$ cat config.mk
export PLATFORM = sky130hd
export DESIGN_NAME = hawk_ctrl_arb
export DESIGN_NICKNAME = d
export VERILOG_FILES = /design/src/rtl/hacd_pkg.sv /design/src/rtl/hawk_rr_arb.sv /design/src/rtl/hawk_ctrl_arb.sv
export SDC_FILE = /design/constraint.sdc
export NUM_CORES = 1
export LEC_CHECK = 0
export CAP_MARGIN = 10
export CORE_AREA = 4 4 214 216
export DETAILED_ROUTE_END_ITERATION = 8
export DIE_AREA = 0 0 218 220
export DONT_BUFFER_PORTS = 1
export GPL_TIMING_DRIVEN = 1
export HOLD_SLACK_MARGIN = 0.06
export SLEW_MARGIN = 20
export SYNTH_ARGS = -nofsm -noshare
export SYNTH_HDL_FRONTEND = slang
export SYNTH_SLANG_ARGS = --single-unit
$ cat constraint.sdc
create_clock -name clk_i -period 4.9 [get_ports clk_i]
set_input_delay 0.49 -clock clk_i [delete_from_list [all_inputs] [get_ports clk_i]]
set_output_delay 0.49 -clock clk_i [all_outputs]
set_load 0.01 [all_outputs]
$ cat src/rtl/hacd_pkg.sv
// Shared types and defaults for the Hawk control/arbitration slice.
package hacd_pkg;

    localparam int HAWK_N_CH    = 4;
    localparam int HAWK_TIMEOUT = 1024;

    typedef enum logic [2:0] {
        INIT     = 3'd0,
        ARB      = 3'd1,
        LKP_REQ  = 3'd2,
        LKP_WAIT = 3'd3,
        TBL_UPD  = 3'd4
    } ctrl_arb_state_e;

endpackage

$ cat src/rtl/hawk_rr_arb.sv
// Combinational round-robin picker: first eligible channel at or above ptr, wrapping.
module hawk_rr_arb
    import hacd_pkg::*;
#(
    parameter int N_CH = HAWK_N_CH,
    parameter int CH_W = $clog2(N_CH)
) (
    input  logic [N_CH-1:0] elig_i,
    input  logic [CH_W-1:0] ptr_i,
    output logic            any_o,
    output logic [CH_W-1:0] grant_o
);

    logic [CH_W:0] idx;

    always_comb begin
        any_o   = 1'b0;
        grant_o = '0;
        idx     = '0;
        for (int k = 0; k < N_CH; k++) begin
            idx = {1'b0, ptr_i} + (CH_W + 1)'(k);
            if (idx >= (CH_W + 1)'(N_CH)) begin
                idx = idx - (CH_W + 1)'(N_CH);
            end
            if (!any_o && elig_i[idx[CH_W-1:0]]) begin
                any_o   = 1'b1;
                grant_o = idx[CH_W-1:0];
            end
        end
    end

endmodule

$ cat src/rtl/hawk_ctrl_arb.sv
// Multi-channel Hawk control unit: init sequencing, round-robin arbitration,
// single outstanding ATT lookup, miss/table-update wait and response timeout.
module hawk_ctrl_arb
    import hacd_pkg::*;
#(
    parameter int N_CH    = HAWK_N_CH,
    parameter int HPPA_W  = 48,
    parameter int PPA_W   = 48,
    parameter int TO_W    = 16,
    parameter int TIMEOUT = HAWK_TIMEOUT,
    parameter int CH_W    = $clog2(N_CH)
) (
    input  logic                     clk_i,
    input  logic                     rst_i,
    output logic                     init_att_o,
    output logic                     init_list_o,
    input  logic                     init_att_done_i,
    input  logic                     init_list_done_i,
    input  logic [N_CH-1:0]          req_valid_i,
    input  logic [N_CH*HPPA_W-1:0]   req_hppa_i,
    output logic                     lkup_valid_o,
    output logic [HPPA_W-1:0]        lkup_hppa_o,
    output logic [CH_W-1:0]          lkup_ch_o,
    input  logic                     pgrd_mngr_ready_i,
    input  logic                     trnsl_allow_i,
    input  logic [PPA_W-1:0]         trnsl_ppa_i,
    input  logic                     tbl_update_i,
    input  logic [PPA_W-1:0]         tbl_way_i,
    input  logic                     tbl_update_done_i,
    output logic [N_CH-1:0]          ovrd_allow_o,
    output logic [N_CH*PPA_W-1:0]    ovrd_ppa_o,
    output logic                     busy_o,
    output logic                     timeout_err_o,
    output logic [CH_W-1:0]          timeout_ch_o
);

    ctrl_arb_state_e            state_q, state_d;
    logic                       initAtt_q, initAtt_d;
    logic                       initList_q, initList_d;
    logic [CH_W-1:0]            ptr_q, ptr_d;
    logic [CH_W-1:0]            ch_q, ch_d;
    logic [HPPA_W-1:0]          hppa_q, hppa_d;
    logic                       lkupValid_q, lkupValid_d;
    logic [TO_W-1:0]            timer_q, timer_d;
    logic [N_CH-1:0]            allow_q, allow_d;
    logic [N_CH-1:0][PPA_W-1:0] ppa_q, ppa_d;
    logic                       toErr_q, toErr_d;
    logic [CH_W-1:0]            toCh_q, toCh_d;

    logic [N_CH-1:0]            eligible;
    logic                       arbAny;
    logic [CH_W-1:0]            arbIdx;
    logic [CH_W-1:0]            nextPtr;
    logic [TO_W-1:0]            timerInc;
    logic                       timeoutHit;

    // A channel's valid may lag its grant by a cycle, so mask it during the pulse.
    assign eligible = req_valid_i & ~allow_q;

    hawk_rr_arb #(
        .N_CH (N_CH),
        .CH_W (CH_W)
    ) u_rr_arb (
        .elig_i  (eligible),
        .ptr_i   (ptr_q),
        .any_o   (arbAny),
        .grant_o (arbIdx)
    );

    assign nextPtr    = (ch_q == CH_W'(N_CH - 1)) ? '0 : ch_q + 1'b1;
    assign timerInc   = (&timer_q) ? timer_q : timer_q + 1'b1;
    assign timeoutHit = (TIMEOUT != 0) && (timer_q == TO_W'(TIMEOUT - 1));

    always_comb begin
        state_d     = state_q;
        initAtt_d   = initAtt_q;
        initList_d  = initList_q;
        ptr_d       = ptr_q;
        ch_d        = ch_q;
        hppa_d      = hppa_q;
        lkupValid_d = lkupValid_q;
        timer_d     = timer_q;
        allow_d     = '0;
        ppa_d       = ppa_q;
        toErr_d     = 1'b0;
        toCh_d      = toCh_q;

        case (state_q)
            INIT: begin
                if (init_att_done_i) initAtt_d = 1'b0;
                if (init_list_done_i) initList_d = 1'b0;
                if (!initAtt_q && !initList_q) state_d = ARB;
            end
            ARB: begin
                if (arbAny) begin
                    ch_d        = arbIdx;
                    hppa_d      = req_hppa_i[int'(arbIdx)*HPPA_W +: HPPA_W];
                    lkupValid_d = 1'b1;
                    state_d     = LKP_REQ;
                end
            end
            LKP_REQ: begin
                if (pgrd_mngr_ready_i) begin
                    lkupValid_d = 1'b0;
                    timer_d     = '0;
                    state_d     = LKP_WAIT;
                end
            end
            LKP_WAIT: begin
                timer_d = timerInc;
                // A hit takes priority over a simultaneous miss, and both beat the timeout.
                if (trnsl_allow_i) begin
                    ppa_d[ch_q]   = trnsl_ppa_i;
                    allow_d[ch_q] = 1'b1;
                    ptr_d         = nextPtr;
                    state_d       = ARB;
                end else if (tbl_update_i) begin
                    ppa_d[ch_q] = tbl_way_i;
                    timer_d     = '0;
                    state_d     = TBL_UPD;
                end else if (timeoutHit) begin
                    toErr_d = 1'b1;
                    toCh_d  = ch_q;
                    ptr_d   = nextPtr;
                    state_d = ARB;
                end
            end
            TBL_UPD: begin
                timer_d = timerInc;
                if (tbl_update_done_i) begin
                    allow_d[ch_q] = 1'b1;
                    ptr_d         = nextPtr;
                    state_d       = ARB;
                end else if (timeoutHit) begin
                    toErr_d = 1'b1;
                    toCh_d  = ch_q;
                    ptr_d   = nextPtr;
                    state_d = ARB;
                end
            end
            default: state_d = INIT;
        endcase
    end

    always_ff @(posedge clk_i) begin
        if (rst_i) begin
            state_q     <= INIT;
            initAtt_q   <= 1'b1;
            initList_q  <= 1'b1;
            ptr_q       <= '0;
            ch_q        <= '0;
            hppa_q      <= '0;
            lkupValid_q <= 1'b0;
            timer_q     <= '0;
            allow_q     <= '0;
            ppa_q       <= '0;
            toErr_q     <= 1'b0;
            toCh_q      <= '0;
        end else begin
            state_q     <= state_d;
            initAtt_q   <= initAtt_d;
            initList_q  <= initList_d;
            ptr_q       <= ptr_d;
            ch_q        <= ch_d;
            hppa_q      <= hppa_d;
            lkupValid_q <= lkupValid_d;
            timer_q     <= timer_d;
            allow_q     <= allow_d;
            ppa_q       <= ppa_d;
            toErr_q     <= toErr_d;
            toCh_q      <= toCh_d;
        end
    end

    assign init_att_o    = initAtt_q;
    assign init_list_o   = initList_q;
    assign lkup_valid_o  = lkupValid_q;
    assign lkup_hppa_o   = hppa_q;
    assign lkup_ch_o     = ch_q;
    assign ovrd_allow_o  = allow_q;
    assign ovrd_ppa_o    = ppa_q;
    assign busy_o        = (state_q != ARB);
    assign timeout_err_o = toErr_q;
    assign timeout_ch_o  = toCh_q;

endmodule

==> results of run 1 <==
==> state kept, by name (all words and copies together), names as in the netlist <==
register       count
lkup_ch_o          2
timer_q           16
init_att_o         1
init_list_o        1
ovrd_allow_o       4
ovrd_ppa_o       192
lkup_hppa_o       48
timeout_err_o      1
timeout_ch_o       2
ptr_q              2
lkup_valid_o       1
state_q            3
==> report_power, final <==
part / internal [mW] / switching (mW)
clock network: 1.23 / 0.908
logic: 0.122 / 0.238
registers: 2.27 / 0.0701
==> cell type report <==
| type | count | area [µm²] |
|---|---|---|
| clock inverter | 8 | 72.6 |
| antenna | 10 | 25.0 |
| multi-input combinational | 867 | 5550 |
| clock buffer | 44 | 842 |
| inverter | 18 | 67.6 |
| tap | 592 | 741 |
| timing repair buffer | 29 | 365 |
| sequential | 273 | 5470 |
| fill | 4626 | 30800 |
==> cell usage after synthesis (4+ instances only) <==
| cell | number |
|---|---|
| dfxtp_1 | 273 |
| nor2_1 | 224 |
| a211oi_1 | 204 |
| mux2i_1 | 105 |
| nand3_1 | 98 |
| nand2_1 | 67 |
| buf_2 | 56 |
| clkbuf_1 | 48 |
| o2111ai_1 | 44 |
| inv_1 | 17 |
| nor3_1 | 12 |
| nand2b_1 | 10 |
| a21oi_1 | 9 |
| xnor2_1 | 8 |
| buf_4 | 6 |
| o21ai_0 | 6 |
| a21o_1 | 5 |
| ha_1 | 5 |
| nor4_1 | 5 |
| a31oi_1 | 4 |
| o211ai_1 | 4 |
==> worst paths after layout <==
path / from / to / cells past startpoint
worst max-delay path: ovrd_allow_o[0] / lkup_hppa_o[25] / 6
worst min register to register: timer_q[9] / timer_q[9] / 2
worst max register to register: ovrd_allow_o[0] / lkup_hppa_o[25] / 6
worst min-delay path: req_hppa_i[176] / lkup_hppa_o[32] / 2
==> routing by layer <==
metal | track usage (%) | wire [µm] | vias to the layer above
li1 | - | - | 4554
met1 | 18.2 | 15800 | 4539
met2 | 30.1 | 22800 | 479
met3 | 7.24 | 4900 | 74
met4 | 9.14 | 1750 | 2
met5 | 0.313 | 14 | -
==> worst max-delay path: stages (launching register included) <==
cell	delay, ps
dfxtp_1	380
nand2b_1	250
or3b_1	440
nand3_4	550
buf_4	670
mux2i_1	290
o2111ai_1	120
==> per-stage QoR <==
stage / worst slack [ps] / util [%]
after floorplan: 2920 / -
after global placement: 2050 / 27.2
after detailed placement: 1950 / 27.2
after CTS: 1930 / 29.8
after global routing: 1770 / 29.9
final: 1980 / 29.9
==> kinds of logic after synthesis <==
kind of cell / after synthesis / synth area share (%)
XOR/XNOR: 10 / 0.758
AND/OR/NAND/NOR: 444 / 16.9
AO/OA/AOI/OAI: 302 / 20.1
adder cells (fa/ha/maj): 5 / 0.541
flip-flops: 273 / 47.3
buffers and inverters: 132 / 5.19
multiplexers: 106 / 9.19
==> flow_metrics.tcl, run 1 <==
set metrics [dict create \
    cts_tree "done" \
    synth-seq-cells 273 \
    slew_violations 0 \
    layout_commonest_cell "dfxtp_1" \
    die_w_um 218 \
    synth_cells 1272 \
    ios 553 \
    clkTransAtPathRegs_ps 60 \
    finalHoldViolCount 0 \
    placed_area_um2 11900 \
    grt_first_pass_wirelength_um 63400 \
    ir_worst_vdd_mv 0.267 \
    ys_async_sr_fraction_pct 0 \
    synth_area_leader_cell "dfxtp_1" \
    rsz0062_at_grt "no" \
    endpoint_kind "flop" \
    port_buffers 0 \
    hold_path.class "in2reg" \
    die_h_um 220 \
    synth_edf_count 0 \
    ys_seq_area_share_pct 47.3 \
    finalSetupViolCount 0 \
    ant_nets 0 \
    start_util_pct 26.3 \
    period_share_pct 59.5 \
    die-area_um2 48000 \
    cp_max_fo 52 \
    drt_first_iter_violations 506 \
    place_congestion 0.845 \
    nets 1523 \
    r2r_slack_ps 1980 \
    maxCapViolCount 0 \
    critical_path_required_ps 5300 \
    hpwlAfterDp_um 33800 \
    core_area_um2 43900 \
    fin_skew_ps 9.67 \
    report.power.total_mw 4.83 \
    dr.pass1.iters 5 \
    grt_pass1_vias 9302 \
    drc 0 \
    synth.distinct_cells 60 \
    routed_via_density 5.24 \
    design_area_um2 13100 \
    status "finished, final reports clean" \
    synthTopCellsByArea "dfxtp_1 47%, a211oi_1 13%, mux2i_1 9.1%" \
    area_delta_synth_final_pct 13.6 \
    num_rows 77 \
    layout.cells.non_filler 1841 \
    cts_made_buffers 29 \
    synth.top_cell.area_share_pct 47.3 \
    tns_ps 0 \
    p_per_area_nw_per_um2 368 \
    ys.flop_type "dfxtp_1" \
    overflow 0 \
    cts_resized 0 \
    cts_buffer_depth 3 \
    syn_area_um2 11600 \
    power_leakage_nw 4.26 \
    antenna_found_initial 12 \
    dp.cells 1758 \
    final_cell_mix "273 x dfxtp_1, 220 x nor2_1, 204 x a211oi_1, 105 x mux2i_1, 97 x nand3_1" \
    critPathArrivalTime_ps 3310 \
    grtUsageTotal_pct 17.4 \
    period_needed_ps 2920 \
    grt_max_degree 112 \
    clk_latency_ps 560 \
    max_slew_margin_pct 30.9 \
    fmax_mhz 343 \
    cts_num_sinks 273 \
    htree_num_levels 1 \
    postCtsHoldBufs 21 \
    critPathKind "reg2reg" \
    tightest_slew_ps 1040 \
    num_vias 9648 \
    synth_nets 1577 \
    layout-drive-gt1-share_pct 6.21 \
    postCtsSetupBuffers 0 \
    cts_root_buf "clkbuf_16" \
    avgSynthCellArea_um2 9.08 \
    drt_wl_total_um 45300 \
    wl_per_cell_um 24.6 \
    holdWs_ps 89.8 \
    worstSetupStartpointType "flop" \
    ys_warn_count 0 \
]
Power figures use the tool's default switching activity.
==> run 2: changes to the inputs <==
==> constraint.sdc (replaced) <==
create_clock -name clk_i -period 2.6 [get_ports clk_i]
set_input_delay 0.26 -clock clk_i [delete_from_list [all_inputs] [get_ports clk_i]]
set_output_delay 0.26 -clock clk_i [all_outputs]
set_load 0.01 [all_outputs]
==> run 2 against run 1 <==
Net effect:
- global-route usage rose by 1.9 points
- design area rose by 25%
- hold slack got worse by 0.74 ps
- register-to-register slack got worse by 1900 ps
- non-clock buffer count rose by 312
- critical path type unchanged
- total power rose by 100%
- flip-flop and latch count did not move
- first-iteration DRC count rose by 57%
- combinational power rose to 2.9 times the previous value
- routed wire length rose by 20%
- critical path depth rose by 1
- die area did not move
- largest power group unchanged
==> flow_metrics.tcl, run 2 (synthesis results as in run 1) <==
set metrics [dict create \
    status "finished, final reports clean" \
    die_h_um 220 \
    tns_ps 0 \
    endpoint_kind "flop" \
    die-area_um2 48000 \
    cts_num_sinks 273 \
    drt_wl_total_um 54400 \
    nets 1837 \
    clk_latency_ps 580 \
    post-place-ws_ps 198 \
    wl_per_cell_um 25.3 \
    num_rows 77 \
    fmax_mhz 392 \
    max_slew_margin_pct 33.7 \
    fillers 4268 \
    maxCapViolCount 0 \
    layout_commonest_cell "dlygate4sd3_1" \
    dr.pass1.iters 5 \
    cp_max_fo 5 \
    grtUsageTotal_pct 19.4 \
    rsz0062_at_grt "no" \
    tightest_slew_ps 995 \
    htree_num_levels 1 \
    critical_path_buf_inv_count 2 \
    start_util_pct 26.3 \
    cts_tree "done" \
    num_vias 11700 \
    place_congestion 0.853 \
    p_per_area_nw_per_um2 599 \
    critical_path_required_ps 3000 \
    grt_pass1_vias 11200 \
    area_delta_synth_final_pct 42.2 \
    final_cell_mix "300 x dlygate4sd3_1, 269 x dfxtp_1, 220 x nor2_1, 204 x a211oi_1, 104 x mux2i_1" \
    cts_buffer_depth 3 \
    fin_util_pct 37.4 \
    routed_via_density 5.42 \
    critPathArrivalTime_ps 2950 \
    period_share_pct 98.2 \
    grt_max_degree 135 \
    drc 0 \
    port_buffers 0 \
    antenna_found_initial 16 \
    largest_reg_flops 192 \
    ant_nets 0 \
    crit_family "simple AND/OR/NAND/NOR gates" \
    ios 553 \
    cts_root_buf "clkbuf_16" \
    multi_input_area_um2 5590 \
    hold_path.class "in2reg" \
    period_needed_ps 2550 \
    overflow 0 \
    finalSetupViolCount 0 \
    ir_worst_vdd_mv 0.450 \
    worstPathCellList "nand2b_2 -> or3b_4 -> nand3_4 -> buf_12 -> buf_12 -> mux2i_1 -> o2111ai_1" \
    hpwlAfterDp_um 34300 \
    critical_path.max_stage_delay_ps 660 \
    slew_violations 0 \
    power_leakage_nw 5.91 \
    cp_slowest_cell "mux2i_1" \
    fin_skew_ps 20.1 \
    finalWorstSetupSlack_ps 45.9 \
    core_area_um2 43900 \
    cpMostUsedCell "buf_12" \
    die_w_um 218 \
    seqCellArea_um2 5470 \
    worstSetupStartpointType "flop" \
    drt_first_iter_violations 793 \
    finalHoldViolCount 0 \
    r2r_slack_ps 50 \
    cts_made_buffers 30 \
    clkTransAtPathRegs_ps 70 \
    layout-drive-gt1-share_pct 8.06 \
    critPathKind "reg2reg" \
    grt_first_pass_wirelength_um 71800 \
]
run 2: final timing paths:
check	start	end	depth (start not counted)
hold reg to reg	timer_q[9]	timer_q[9]	2
setup / recovery	ovrd_allow_o[0]	lkup_hppa_o[5]	7
hold / removal	tbl_way_i[3]	ovrd_ppa_o[3]	2
setup reg to reg	ovrd_allow_o[0]	lkup_hppa_o[5]	7
run 2: repair_timing:
action / CTS / global route
endpoints found under the setup margin: 0 / 83
endpoints found under the hold margin: 261 / 0
gates resized for setup: 0 / 20
hold buffers: 301 / 0
setup buffers: 0 / 9
run 2: layout make-up:
class                      instances  share of cell area [%]
multi-input combinational        868                    34.0
sequential                       273                    33.3
antenna                           10                   0.152
clock buffer                      37                    5.10
tap                              592                    4.51
clock inverter                    13                   0.990
timing repair buffer             341                    21.5
inverter                          18                   0.411
run 2: per-layer routing:
metal | vias up | GRT usage [%] | wire length, µm
met2 | 731 | 33.1 | 26800
met5 | - | 0 | 13
li1 | 5178 | - | -
met3 | 160 | 7.57 | 5770
met1 | 5588 | 20.6 | 19200
met4 | 2 | 10.6 | 2700
run 2: worst reg2reg max path, delay by kind of cell, from the launching register on:
family | cells | cell delay [ps]
AND/OR/NAND/NOR | 3 | 850
multiplexers | 1 | 660
flip-flops | 1 | 370
AO/OA/AOI/OAI | 1 | 260
buffers and inverters | 2 | 250
run 2: report_power, final:
group,internal [mW],switching (mW),total (mW)
registers,4.27,0.135,4.41
clock network,2.57,1.82,4.39
logic,0.486,0.557,1.04
run 2: per-stage QoR:
step           cells  hold WS (ps)  total power, mW  area, µm²
5_1_grt         2152          89.1             10.2      16400
3_3_place_gp    1774           360             5.09      12100
3_5_place_dp    1774           346             5.11      12100
4_1_cts         2125          60.1             9.82      16100
2_1_floorplan   1272           402             4.95      11600
6_report        2152          89.0             9.84      16400
==> run 3: changes to the inputs <==
--- a/config.mk
+++ b/config.mk
@@ -5,7 +5,6 @@
 export SDC_FILE = /design/constraint.sdc
 export NUM_CORES = 1
 export LEC_CHECK = 0
-export CAP_MARGIN = 10
 export CORE_AREA = 4 4 214 216
 export DETAILED_ROUTE_END_ITERATION = 8
 export DIE_AREA = 0 0 218 220
==> results of run 3 <==
Same layout as run 2: the final DEF is identical, and so are final timing and power.
